## src/rtl/exibe_sequencia.sv

```systemverilog
// ---------------------------------------------------------------------------
// exibe_sequencia
//
// Plays the stored game sequence back to the player. Starting at address 0 it
// reads every RAM entry up to and including the latched round index, shows
// each 4-bit entry on the LEDs for ON_CYCLES clocks, then keeps the LEDs dark
// for OFF_CYCLES clocks. When the last entry has been shown it pulses pronto
// for one cycle and returns to idle.
//
// Ports
//   clock      in   1  system clock, rising-edge active
//   reset      in   1  asynchronous active-high reset, returns to ESPERA
//   iniciar    in   1  start request, only honoured while idle (ESPERA)
//   rodada     in   4  index of the last entry to show, latched at start
//   mem_dado   in   4  sync RAM read data, valid one cycle after mem_addr
//   mem_addr   out  4  RAM address being read
//   leds       out  4  pattern shown to the player, 0 when dark
//   ocupado    out  1  high from ENDERECA through FIM
//   pronto     out  1  one-cycle pulse while in FIM
//   db_estado  out  4  current FSM state code for debug displays
//
// Per entry: ENDERECA, CARREGA, ON_CYCLES of LIGA, OFF_CYCLES of DESLIGA and
// PROXIMO, i.e. ON_CYCLES + OFF_CYCLES + 3 cycles.
// ---------------------------------------------------------------------------
module exibe_sequencia #(
  parameter int ON_CYCLES  = 1000,
  parameter int OFF_CYCLES = 500
) (
  input  logic       clock,
  input  logic       reset,
  input  logic       iniciar,
  input  logic [3:0] rodada,
  input  logic [3:0] mem_dado,
  output logic [3:0] mem_addr,
  output logic [3:0] leds,
  output logic       ocupado,
  output logic       pronto,
  output logic [3:0] db_estado
);

  // Timer only ever has to reach max(ON_CYCLES, OFF_CYCLES) - 1.
  localparam int MAX_CYCLES = (ON_CYCLES > OFF_CYCLES) ? ON_CYCLES : OFF_CYCLES;
  localparam int TW         = (MAX_CYCLES > 1) ? $clog2(MAX_CYCLES) : 1;

  localparam logic [TW-1:0] ON_LAST  = TW'(ON_CYCLES - 1);
  localparam logic [TW-1:0] OFF_LAST = TW'(OFF_CYCLES - 1);

  typedef enum logic [3:0] {
    ESPERA   = 4'd0,
    ENDERECA = 4'd1,
    CARREGA  = 4'd2,
    LIGA     = 4'd3,
    DESLIGA  = 4'd4,
    PROXIMO  = 4'd5,
    FIM      = 4'd6
  } state_t;

  state_t        state_reg;
  state_t        state_next;
  logic [TW-1:0] timer_reg;
  logic [3:0]    rodada_reg;
  logic [3:0]    mem_addr_reg;
  logic [3:0]    leds_reg;

  // -------------------------------------------------------------------------
  // State register
  // -------------------------------------------------------------------------
  always_ff @(posedge clock or posedge reset) begin
    if (reset) begin
      state_reg <= ESPERA;
    end else begin
      state_reg <= state_next;
    end
  end

  // -------------------------------------------------------------------------
  // Next-state logic
  // -------------------------------------------------------------------------
  always_comb begin
    state_next = ESPERA;
    case (state_reg)
      ESPERA:   state_next = iniciar ? ENDERECA : ESPERA;
      ENDERECA: state_next = CARREGA;
      CARREGA:  state_next = LIGA;
      LIGA:     state_next = (timer_reg == ON_LAST) ? DESLIGA : LIGA;
      DESLIGA:  state_next = (timer_reg == OFF_LAST) ? PROXIMO : DESLIGA;
      // End check before the increment keeps mem_addr from wrapping at 15.
      PROXIMO:  state_next = (mem_addr_reg == rodada_reg) ? FIM : ENDERECA;
      FIM:      state_next = ESPERA;
      default:  state_next = ESPERA;
    endcase
  end

  // -------------------------------------------------------------------------
  // Datapath registers: timer, latched round, RAM address, LED pattern
  // -------------------------------------------------------------------------
  always_ff @(posedge clock or posedge reset) begin
    if (reset) begin
      timer_reg    <= '0;
      rodada_reg   <= '0;
      mem_addr_reg <= '0;
      leds_reg     <= '0;
    end else begin
      // Timer restarts on every state entry and only runs in the timed states.
      if ((state_next != state_reg) ||
          ((state_reg != LIGA) && (state_reg != DESLIGA))) begin
        timer_reg <= '0;
      end else begin
        timer_reg <= timer_reg + 1'b1;
      end

      case (state_reg)
        ESPERA: begin
          leds_reg <= '0;
          if (iniciar) begin
            rodada_reg   <= rodada;
            mem_addr_reg <= '0;
          end
        end
        CARREGA: begin
          leds_reg <= mem_dado;
        end
        LIGA: begin
          if (state_next == DESLIGA) begin
            leds_reg <= '0;
          end
        end
        PROXIMO: begin
          if (state_next == ENDERECA) begin
            mem_addr_reg <= mem_addr_reg + 4'd1;
          end
        end
        ENDERECA, DESLIGA, FIM: begin
          leds_reg <= leds_reg;
        end
        default: begin
          leds_reg <= '0;
        end
      endcase
    end
  end

  // -------------------------------------------------------------------------
  // Outputs decoded from the state register only
  // -------------------------------------------------------------------------
  always_comb begin
    ocupado   = 1'b0;
    pronto    = 1'b0;
    db_estado = state_reg;
    case (state_reg)
      ENDERECA, CARREGA, LIGA, DESLIGA, PROXIMO: ocupado = 1'b1;
      FIM: begin
        ocupado = 1'b1;
        pronto  = 1'b1;
      end
      default: begin
        ocupado = 1'b0;
        pronto  = 1'b0;
      end
    endcase
  end

  assign mem_addr = mem_addr_reg;
  assign leds     = leds_reg;

endmodule

```

## config.mk

```make
export PLATFORM = sky130hd
export DESIGN_NAME = exibe_sequencia
export DESIGN_NICKNAME = d
export VERILOG_FILES = /design/src/rtl/exibe_sequencia.sv
export SDC_FILE = /design/constraint.sdc
export NUM_CORES = 1
export LEC_CHECK = 0
export CAP_MARGIN = 20
export CORE_ASPECT_RATIO = 0.9
export CORE_UTILIZATION = 54
export DETAILED_ROUTE_END_ITERATION = 10
export PLACE_DENSITY_LB_ADDON = 0.1
export SYNTH_ARGS = -nofsm -noshare
export SYNTH_HDL_FRONTEND = slang
export SYNTH_SLANG_ARGS = --single-unit
export TNS_END_PERCENT = 30
```

## constraint.sdc

```tcl
create_clock -name clock -period 3.8 [get_ports clock]
set_clock_uncertainty 0.05 [all_clocks]
set_input_delay 0.76 -clock clock [delete_from_list [all_inputs] [get_ports clock]]
set_output_delay 0.76 -clock clock [all_outputs]
set_load 0.05 [all_outputs]
```

Word level (Yosys, flattened, before mapping)
Index checks and enable logic that the tools add are counted.

operators by class
  $add $sub $neg = 2
  equality and inequality tests = 17
  multiplexer cells = 13
  bitwise gates (word level) = 1
  reduce and logical (&&, ||, !) cells = 9

operator list
  kind                                                                      number
  3-bit one-hot mux with 6 select lines                                     1
  4-bit by 3-bit equality test with 1-bit output (second input constant)    4
  4-bit two-way mux                                                         3
  4-bit one-hot mux with 3 select lines                                     1
  10-bit by 1-bit adder with 10-bit output (second input constant)          1
  10-bit equality test (second input constant)                              1
  10-bit by 9-bit equality test with 1-bit output (second input constant)   1
  10-bit two-way mux                                                        1
  4-bit by 1-bit equality test with 1-bit output (second input constant)    2
  4-bit by 2-bit equality test with 1-bit output (second input constant)    2
  4-bit one-hot mux with 2 select lines                                     1
  3-bit two-way mux                                                         2
  2-bit inequality test (second input constant)                             3
  6-bit OR reduction                                                        1
  4-bit by 1-bit adder with 4-bit output (second input constant)            1
  4-bit equality test                                                       1
  4-bit logical NOT                                                         1
  1-bit two-way mux                                                         4
  4-bit by 2-bit inequality test with 1-bit output (second input constant)  1
  4-bit by 3-bit inequality test with 1-bit output (second input constant)  1
  4-bit inequality test                                                     1
  2-bit AND reduction                                                       2
  4-bit OR reduction                                                        1
  3-bit AND reduction                                                       1
  4 further kinds                                                           4

word-level totals
  register bits = 26
  output and inout port bits = 14

Longest topological paths before layout
Gate-level depths: netlist (run 1).

  word-level depth = 6
  depth in mapped cells = 6
  mapped depth without buffers = 5

Least setup slack after synthesis (run 1)
No wires, ideal clock.

  kind = register to output
  from = register state_reg[2], in the netlist db_estado[2]
  to = output port pronto
  arrival = 2,093 ps
  data required time = 2,990 ps
  slack = 897 ps
  stages on the path, launching flop included = 4
  buffers on the path = 1
  cell sequence = dfrtp_1 buf_6 inv_1 nor3_1

between the ends
  cells in the longest elaborated chain, start to end = 2

RTL lines
  element                                         RTL line  text
  from (decl)                                     58        state_t state_reg;
  from (signal assigned)                          72        state_reg <= state_next;
  4-bit by 3-bit equality test with 1-bit output  150       case (state_reg)
  1-bit two-way mux                               150
  to (decl)                                       37        output logic pronto,

Every way passes these cells.

Worst setup path after layout (run 1)
Same ends and word-level chain as after synthesis.

==> summary by stage, run 1 <==
Timing
The portion of the clock cycle consumed by the worst path in the final layout is 79.9%. Derived from the worst setup path, the maximum achievable clock frequency is 329 MHz. The transition at the pin with the smallest max-transition slack is 0.905 ns. The relative max-transition margin is 39.6%. Setup repair after global routing left no endpoint under its margin. In the final timing run, aggregate negative setup slack is 0 ns.

The worst path needs 3.04 ns of the cycle, external delays included. The count of pins over their slew limit is 0. Across all hold checks on the routed design, the worst slack comes to 0.450 ns. The final number of hold-violating endpoints was 0. Setup violations remaining at the end of the flow were counted as 0.

Clock tree
For this design, the CTS-stage hold fixing added 0 buffers. The buffers inserted during post-CTS setup optimization is 0. In this run the number of H-tree levels came out at 1.

No sink is reached through more buffers than the 2 on the longest clock path. The TritonCTS clock tree is yes. The sink count of the clock tree is 25. The number of buffers added by the clock tree synthesis step is 3.

The number of gates resized after CTS was 0. CTS placed an instance of sky130_fd_sc_hd__clkbuf_4 at the clock tree root. The clock latency on the worst-skew pair is 0.33 ns. After clock tree synthesis, the clock-pin slew on the worst setup and hold paths is 0.13 ns.

Layout
The most common cell after layout, fill and taps aside is sky130_fd_sc_hd__dfrtp_1. At the end of the flow, the number of nets in the layout was 160. The cell area after layout is 1560 um2. The top cell types in the final layout, fill and taps aside, are sky130_fd_sc_hd__dfrtp_1, sky130_fd_sc_hd__clkdlybuf4s50_1, sky130_fd_sc_hd__nor2_1, sky130_fd_sc_hd__xnor2_1, sky130_fd_sc_hd__nand2_1.

The register with the most flip-flops in the layout has 10 of them. Leaving out filler cells and counting taps, the final layout contains 173. The utilization after layout is 70.1%. 0 antenna diodes ended up in the layout. The layout cell share with drive strength beyond 1 is 7.53%. Compared with the post-synthesis result, the final layout area differs by 19.4%.

Route
The final routed DRC violation total is 0. The number of DRC violations after detailed-routing iteration 0 is 15. After detailed routing, the average wire length per cell comes to 13.7 um. The detailed-router iteration count before antenna repair is 4.

The count of nets left with antenna violations once routing finished came out at 0. Using the TritonRoute via totals, the vias-per-cell ratio works out to 5.57. The total wire length is 2.38 mm. The total number of vias is 963.

Min path
Along the worst hold path, the cell count comes to 1. In this run the most critical hold path is launched from timer_reg[0]. For hold timing, the worst endpoint is timer_reg[0]. The min-delay analysis places its worst path in the category reg2reg.

Pwr
The clock power share is 28.5%. The leakage power is 0.670 nW. In this run the power spent charging and discharging nets is 107 uW.

For this design the ratio of total power to cell area is 279 nW/um2. The switching share of power is 24.7%. The internal cell power is 327 uW. Of the total power, registers draw 63.0%.

The worst vdd rail ir drop is 0.000248 V. Combinational cells account for 8.6% of the total power.

Logic synthesis
The synthesized flop and latch total is 25. By area the synthesized netlist is led by sky130_fd_sc_hd__dfrtp_1, sky130_fd_sc_hd__xnor2_1, sky130_fd_sc_hd__nor2_1, sky130_fd_sc_hd__mux2_2, sky130_fd_sc_hd__a32oi_1. Of the synthesized area, sequential elements account for 47.9%. sky130_fd_sc_hd__dfrtp_1 takes more of the synthesized area than any other cell. The post-synthesis cell type count is 40. Yosys printed 0 warnings. The synthesized area per cell is 10.5 um2. Synthesis produced 124 cells. The number of flops mapped to enable cells by yosys is 0. The area fraction of the dominant cell type after synthesis is 47.9%. The post-synthesis async set-or-reset flop share is 100%. Synthesis produced a netlist with a net count of 137.

The netlist area before placement is 1310 um2. The most used flip-flop cell after synthesis is sky130_fd_sc_hd__dfrtp_1.

Critical path
The number of cells on the worst reg-to-reg path is 5. The register-to-register setup slack is 2.00 ns. The class of the most critical setup path is reg2out. The worst endpoint required time is 2.99 ns. The sort of element at the start of the critical path is a register.

The kind of end point of the critical path is an output pin. The worst register-to-register path begins at timer_reg[0]. The maximum fanout along the worst path is 15. The data arrival time of the worst path is 2.23 ns. The critical register-to-register path endpoint is timer_reg[3].

Floorplanning
From bottom edge to top edge, the die measures 48.6 um. The starting density of the core is 58.7%. The floorplan step defined a die boundary enclosing 2620 um2. The floorplan has 16 rows. The die is 53.8 um wide. The I/O pin total is 25.

The core region is 2220 um2.

Global routing
The total global routing track utilization is 21.9%. The via count of the first global-routing pass is 926. The number of antenna violations at the first check in global routing is 0. The maximum number of pins on one net before global-route repair is 26. After global routing the overflow that remains totals 0. The wire length of the first global-routing pass is 4.14 mm.

Placement
The congestion estimate from routability-driven global placement came to 0.830. The wire-length estimate of the detail-placed layout is 1.78 mm. The count of input and output buffers is 23.

Summing all placed instances gives a cell area of 1530 um2. Once placement completed, the tool counted placed cells totaling 169.

Job
Max-cap violations in this run came to 0.

Status
The run finished with clean final reports.
==> worst max-delay path: stages, from the launching register on <==
cell,delay (ns)
sky130_fd_sc_hd__dfrtp_1,0.68
sky130_fd_sc_hd__inv_1,0.17
sky130_fd_sc_hd__nor3_1,0.22
sky130_fd_sc_hd__clkdlybuf4s50_1,0.83
==> synthesized netlist by cell type (3+ instances only) <==
cell type	instances
sky130_fd_sc_hd__nand2_1	8
sky130_fd_sc_hd__nor3_1	3
sky130_fd_sc_hd__nor3b_1	3
sky130_fd_sc_hd__dfrtp_1	25
sky130_fd_sc_hd__o21ai_1	4
sky130_fd_sc_hd__mux2_2	4
sky130_fd_sc_hd__xor2_1	4
sky130_fd_sc_hd__a32oi_1	4
sky130_fd_sc_hd__xnor2_1	9
sky130_fd_sc_hd__nand3_1	5
sky130_fd_sc_hd__inv_1	7
sky130_fd_sc_hd__buf_4	3
sky130_fd_sc_hd__nor2_1	13
==> cell type report <==
| type | count | area (um2) |
|---|---|---|
| multi-input cells | 87 | 614 |
| fillers | 169 | 664 |
| inverters | 7 | 26.3 |
| repair buffers | 23 | 230 |
| well taps | 27 | 33.8 |
| clock inverters | 1 | 5.00 |
| flip-flops and latches | 25 | 626 |
| clock buffers | 3 | 22.5 |
==> cells by family after synthesis <==
kind of cell	Yosys count	synth area share, %
muxes	6	4.99
other	1	0.287
AOI/OAI and AO/OA	20	11.3
buffers and inverters	12	4.99
DFF	25	47.9
xor gates and xnor gates	13	8.72
and+or+nand+nor	45	19.8
adders and majority gates	2	1.92
==> metrics by stage <==
stage / worst slack [ns] / power [mW]
6_report: 0.765 / 0.435
3_3_place_gp: 1.21 / 0.316
3_5_place_dp: 1.17 / 0.317
5_1_grt: 0.650 / 0.454
2_1_floorplan: 0.897 / 0.300
4_1_cts: 0.774 / 0.438
==> worst max path at each step <==
stage                     cells after the start         start  slack, ns  endpoint
after detailed placement                      3  db_estado[2]       1.17    pronto
final                                         3  db_estado[2]       0.76    pronto
after CTS                                     3  db_estado[2]       0.77    pronto
after global placement                        3  db_estado[2]       1.21    pronto
after global routing                          3  db_estado[2]       0.65    pronto
after floorplan                               3  db_estado[2]       0.90    pronto
==> routing by layer <==
metal	global-route usage, %	share of wire, %
met3	7.23	4.6
met5	0	0
met1	29.4	46
met4	7.02	1.9
met2	32.9	47
==> power groups by stage <==
stage / Sequential, mW / Combinational, mW / Clock (mW)
global route: 0.275 / 0.0409 / 0.139
CTS: 0.274 / 0.0381 / 0.126
floorplan: 0.286 / 0.0139 / 0
detailed placement: 0.279 / 0.0381 / 0
global placement: 0.279 / 0.0372 / 0
finish: 0.274 / 0.0373 / 0.124
Power figures use the tool's default switching activity.
==> run 2, diff against run 1 <==
CORE_UTILIZATION = 46   (was 54)
clock period = 2.67 ns   (was 3.8 ns; I/O delays follow)
==> run 2 against run 1 <==
Effect of this change:
- design area rose by 2.4%
- first-iteration DRC count grew 80%
- register-to-register slack got worse by 1.2 ns
- hold slack improved by 0.014 ns
- non-clock buffer count grew 3
- combinational power is 46% higher
- clock-buffer cell count increased by 1
- sequential power increased by 42%
- critical endpoint is now ocupado
- largest cell class unchanged
==> summary by stage, run 2 (synthesis results as in run 1) <==
Placement
The count of input and output buffers came to 23 (unchanged). The half-perimeter wire length after placement came to 1.68 mm (-5.8%). The final weighted congestion in routability-driven placement is 0.813 (-2.0%).

The total cell area at the placement stage is 1570 um2 (+2.5%).

Timing
The transition at the pin with the smallest max-transition slack was 0.515 ns (-0.390 ns). The portion of the clock cycle consumed by the worst path in the final layout is 95.8%. The aggregate negative setup slack is 0 ns (unchanged). The final number of hold-violating endpoints is 0 (unchanged). The count of pins over their slew limit is 0 (unchanged).

Counting I/O delays and the setup requirement, the final critical path takes 2.56 ns. Setup repair after global routing left no endpoint under its margin. The relative max-transition margin is 65.6% (+26 points). The maximum frequency from static timing analysis is 391 MHz. The number of setup violations in the final report is 0 (unchanged).

Global routing
The final global-route overflow total is 0 (unchanged). The number of antenna violations at the first check in global routing was 0 (unchanged). The maximum number of pins on one net before global-route repair is 26 (unchanged). The via count of the first global-routing pass is 930 (+0.43%). The wire length of the first global-routing pass is 4.15 mm (+0.31%). The total global routing track utilization is 18.0% (-4.0 points).

Route
The detailed-router iteration count before antenna repair is 4 (unchanged). The final antenna-violating net count is 0 (unchanged). The final routed DRC violation total was 0 (unchanged). The total wire length is 2.31 mm (-2.9%). The total number of vias is 956 (-0.73%). The per-cell routed wire length is 12.3 um (-10%).

The number of DRC violations after detailed-routing iteration 0 is 27 (+12). The via density per instance is 5.11 (-8.2%).

Clock tree
The buffers inserted during post-CTS setup optimization is 0 (unchanged). The maximum clock path buffer count came to 2 (unchanged). The library cell used as clock root buffer is sky130_fd_sc_hd__clkbuf_4. The clock-pin slew reported for the worst setup and hold paths after clock tree synthesis is 0.13 ns (about the same).

The depth of the CTS H-tree is 1 (unchanged). The clock latency on the worst-skew pair is 0.31 ns (-0.02 ns). The TritonCTS clock tree is yes.

The post-cts resize count is 0 (unchanged). The number of buffers added by the clock tree synthesis step is 3 (unchanged). The total of hold buffers inserted after clock tree synthesis was 0 (unchanged). The sink count of the clock tree is 25 (unchanged).

Floorplanning
The starting density of the core is 50.7% (-8.0 points). The die span in x is 58.1 um (+8.0%). The core box area was 2570 um2 (+16%). The die area came to 3050 um2 (+17%).

The total number of placement rows is 17 (+1). The I/O pin total came to 25 (unchanged). The chip height is 52.5 um (+8.0%).

Pwr
The clock power share is 26.8% (-1.7 points). The worst vdd rail ir drop is 0.000319 V (+28%). The leakage power was 0.684 nW (+2.1%). The internal cell power is 469 uW (+43%).

The power density of the placed cells is 380 nW/um2 (+36%). The switching power was 138 uW (+29%). The part of the power in combinational logic is 9.0% (+0.4 points). The switching share of power was 22.7% (-1.9 points). The share of power burned in registers is 64.2% (+1.2 points).

Critical path
The critical path is of the reg2out type. The slowest stage of the critical path is the sky130_fd_sc_hd__clkdlybuf4s50_1 cell. The maximum single-stage delay on the critical path came to 0.81 ns (-0.02 ns). The kind of end point of the critical path is an output pin. The worst endpoint required time was 2.09 ns (-0.90 ns). The signal on the critical path passes through nand2_1 -> nor2_1 -> a21oi_1 -> clkdlybuf4s50_1.

The data arrival time of the worst path is 1.97 ns (-0.26 ns). STA classifies the critical path startpoint as a register. The maximum fanout along the worst path is 8 (-7).

Layout
The number of flip-flops in the largest register is 10 (unchanged). The library cells used most frequently in the layout, excluding fill and tap cells, are sky130_fd_sc_hd__dfrtp_1, sky130_fd_sc_hd__clkdlybuf4s50_1, sky130_fd_sc_hd__nor2_1, sky130_fd_sc_hd__xnor2_1, sky130_fd_sc_hd__nand2_1. The layout cell share with drive strength beyond 1 came to 10.1% (+2.5 points). The number of filler instances in the final layout is 238 (+41%). The area added between synthesis and finish is 22.2%. The library cell used most frequently in the layout, excluding fill and tap cells, is sky130_fd_sc_hd__dfrtp_1. The count of nets after finishing is 163 (+1.9%). The utilization after layout is 62.0% (-8.1 points). The cell area after layout is 1600 um2 (+2.4%). The number of diodes came to 0 (unchanged).

Min path
In this run the worst hold path is classified as reg2reg.

Status
The flow ran to the end, and the final reports show no timing, DRC or antenna violations.

Job
The number of max-cap violations came to 0 (unchanged).
## run 2: power by group through the flow
stage / registers, mW / logic (mW) / clock network (mW)
floorplan: 0.407 / 0.0198 / 0
global placement: 0.396 / 0.0546 / 0
detailed placement: 0.397 / 0.0554 / 0
CTS: 0.389 / 0.0557 / 0.173
global route: 0.390 / 0.0599 / 0.185
finish: 0.389 / 0.0546 / 0.163
## run 2: layer usage
layer	vias to the layer above	part of all wire, %	global-route usage [%]
met1	446	51	24.1
met3	2	3.5	3.70
li1	487	-	-
met2	21	45	30.3
met4	0	0.39	3.57
met5	-	0	0
## run 2: layout make-up
cell class              instances  area [um2]  area share (%)
clock buffers                   4        26.3            1.65
inverters                       7        26.3            1.65
multi-input cells              87         619            38.8
flip-flops and latches         25         626            39.2
well taps                      38        47.5            2.98
repair buffers                 26         250            15.7
## run 2: worst paths after layout
path,startpoint,to,slack [ns],cells after the start
max in group asynchronous,reset,timer_reg[2],1.83,3
min,timer_reg[0],timer_reg[0],0.46,1
max reg2reg,timer_reg[0],timer_reg[3],0.83,5
min reg2reg,timer_reg[0],timer_reg[0],0.46,1
max,db_estado[1],ocupado,0.11,4
min in group asynchronous,reset,db_estado[1],0.50,3
## run 2: through the flow
step | hold slack (ns) | setup WS, ns | power (mW) | cells
2_1_floorplan | 0.395 | 0.313 | 0.427 | 124
3_3_place_gp | 0.419 | 0.495 | 0.451 | 183
3_5_place_dp | 0.430 | 0.477 | 0.452 | 183
4_1_cts | 0.456 | 0.104 | 0.619 | 187
5_1_grt | 0.474 | 0.0257 | 0.635 | 187
6_report | 0.464 | 0.111 | 0.607 | 187
## run 2: critical path: cells and delay by family (launching register included)
family,cells,cell delay (ns)
buf+inv,1,0.81
simple gates,2,0.25
compound gates,1,0.11
flops,1,0.49
==> run 3, diff against run 2 <==
MAX_ROUTING_LAYER = met4   (was unset)
SKIP_LAST_GASP = 1   (was unset)
==> run 3 against run 2 <==
Effect of this change:
- non-clock buffer count stayed put
- final cell count stayed put
- wire length did not move
- power hardly changed
- clock power barely moved
- core utilization unchanged
- worst setup slack barely moved
- critical endpoint unchanged
- largest power group unchanged
==> summary by stage, run 3 (synthesis results as in run 1) <==
Pwr
The part of the power in combinational logic is 9.0% (about the same). The total power is 607 uW (about the same). The internal cell power came to 469 uW (unchanged). The clock power share came to 26.8% (about the same). The share of power burned in registers is 64.2% (about the same). The switching power was 138 uW (about the same). The worst vdd rail ir drop is 0.000319 V (unchanged). The leakage power is 0.684 nW (unchanged).

The power density of the placed cells came to 380 nW/um2 (about the same). The switching share of power is 22.7% (about the same).

Global routing
The via count of the first global-routing pass is 929 (-0.11%). The final global-route overflow total is 0 (unchanged). The total global routing track utilization was 18.5% (+0.49 points). The maximum number of pins on one net before global-route repair was 26 (unchanged). The wire length of the first global-routing pass was 4.16 mm (+0.17%). The number of antenna violations at the first check in global routing is 0 (unchanged).

Timing
The relative max-transition margin is 65.6% (unchanged). The transition at the pin with the smallest max-transition slack is 0.515 ns (unchanged). The portion of the clock cycle consumed by the worst path in the final layout came to 95.8% (about the same).

The count of pins over their slew limit came to 0 (unchanged). The maximum frequency from static timing analysis is 391 MHz (about the same). The final critical path time including I/O delays and setup is 2.56 ns (-0.0000200 ns). The final number of hold-violating endpoints is 0 (unchanged). The aggregate negative setup slack came to 0 ns (unchanged). Setup repair after global routing left no endpoint under its margin. The number of setup violations in the final report came to 0 (unchanged).

Job
The number of max-cap violations is 0 (unchanged).

Floorplanning
The I/O pin total is 25 (unchanged). The die span in x is 58.1 um (unchanged). The total number of placement rows is 17 (unchanged). The starting density of the core was 50.7% (unchanged). The chip height is 52.5 um (unchanged). The die area is 3050 um2 (unchanged). The core box area came to 2570 um2 (unchanged).

Layout
The library cell used most frequently in the layout, excluding fill and tap cells, is sky130_fd_sc_hd__dfrtp_1. The register area came to 626 um2 (unchanged). The area of the multi-input gates is 619 um2 (unchanged).

The library cells used most frequently in the layout, excluding fill and tap cells, are sky130_fd_sc_hd__dfrtp_1, sky130_fd_sc_hd__clkdlybuf4s50_1, sky130_fd_sc_hd__nor2_1, sky130_fd_sc_hd__xnor2_1, sky130_fd_sc_hd__nand2_1. The cell area after layout is 1600 um2 (unchanged). The number of filler instances in the final layout is 238 (unchanged).

The area added between synthesis and finish was 22.2% (unchanged). The layout cell share with drive strength beyond 1 is 10.1% (unchanged). The number of flip-flops in the largest register came to 10 (unchanged). The number of diodes came to 0 (unchanged).

The count of nets after finishing is 163 (unchanged). The utilization after layout is 62.0% (unchanged).

Min path
The tightest min-delay check is of the reg2reg type.

Clock tree
The maximum clock path buffer count came to 2 (unchanged). The total of hold buffers inserted after clock tree synthesis is 0 (unchanged). The depth of the CTS H-tree came to 1 (unchanged). The clock latency on the worst-skew pair is 0.31 ns (about the same).

The clock-pin slew reported for the worst setup and hold paths after clock tree synthesis is 0.13 ns (about the same). The post-cts resize count came to 0 (unchanged). In this run the clock root is driven by a sky130_fd_sc_hd__clkbuf_4. The TritonCTS clock tree is yes. The number of buffers added by the clock tree synthesis step was 3 (unchanged). The buffers inserted during post-CTS setup optimization is 0 (unchanged).

The sink count of the clock tree is 25 (unchanged).

Critical path
The sort of element at the start of the critical path is a register. The kind of end point of the critical path is an output pin. The worst endpoint required time was 2.09 ns (about the same).

The critical path is of the reg2out type. The maximum fanout along the worst path is 8 (unchanged). The data arrival time of the worst path is 1.97 ns (about the same).

Route
The sum of routed wire segments on met1 is 1.18 mm (unchanged). The via density per instance is 5.11 (unchanged). The detailed-router iteration count before antenna repair is 4 (unchanged). The detailed router used layers up to and including met4.

The total number of vias is 956 (unchanged). The final antenna-violating net count is 0 (unchanged). The final routed DRC violation total came to 0 (unchanged). The total wire length came to 2.31 mm (unchanged). The number of DRC violations after detailed-routing iteration 0 is 27 (unchanged).

The per-cell routed wire length is 12.3 um (unchanged). The met3 wire length is 82 um (+1.2%). The routed wire length on met2 was 1.04 mm (unchanged).

Placement
The count of input and output buffers is 23 (unchanged). The total cell area at the placement stage was 1570 um2 (unchanged). The final weighted congestion in routability-driven placement is 0.825 (+1.5%). The half-perimeter wire length after placement is 1.68 mm (unchanged).

Status
The run finished with clean final reports.
-- run 3: cell counts in the layout (fill, tap and decap cells not counted) --
Identical to the previous run, type by type.
-- run 3: final timing paths --
check	start	end	slack [ns]	cells past startpoint
worst max-delay path	db_estado[1]	ocupado	0.11	4
worst min-delay path	timer_reg[0]	timer_reg[0]	0.46	1
worst max register to register	timer_reg[0]	timer_reg[3]	0.83	5
worst min register to register	timer_reg[0]	timer_reg[0]	0.46	1
max in group asynchronous	reset	timer_reg[2]	1.83	3
min in group asynchronous	reset	db_estado[1]	0.50	3
-- run 3: final cells by class --
class / instances / share of cell area (%)
clock buffers: 4 / 1.65
inverters: 7 / 1.65
multi-input cells: 87 / 38.8
flip-flops and latches: 25 / 39.2
well taps: 38 / 2.98
repair buffers: 26 / 15.7
-- run 3: power groups by stage --
stage                     Combinational (mW)  Sequential (mW)  Clock, mW
after global routing                  0.0599            0.390      0.185
after floorplan                       0.0198            0.407          0
final                                 0.0546            0.389      0.163
after global placement                0.0546            0.396          0
after detailed placement              0.0554            0.397          0
after CTS                             0.0557            0.389      0.173
-- run 3: per-layer routing --
layer  track usage, %  vias to the layer above
li1                 -                      487
met1             24.1                      446
met2             30.3                       21
met3             3.70                        2
met4             3.57                        0
met5                -                        -
-- run 3: critical path, stage by stage (launching register included) --
cell	delay, ns
sky130_fd_sc_hd__dfrtp_1	0.49
sky130_fd_sc_hd__nand2_1	0.19
sky130_fd_sc_hd__nor2_1	0.06
sky130_fd_sc_hd__a21oi_1	0.11
sky130_fd_sc_hd__clkdlybuf4s50_1	0.81
-- run 3: per-stage QoR --
stage / cells / worst slack [ns] / hold slack (ns)
3_5_place_dp: 183 / 0.477 / 0.430
6_report: 187 / 0.111 / 0.464
4_1_cts: 187 / 0.104 / 0.456
3_3_place_gp: 183 / 0.495 / 0.419
5_1_grt: 187 / 0.0257 / 0.474
2_1_floorplan: 124 / 0.313 / 0.395
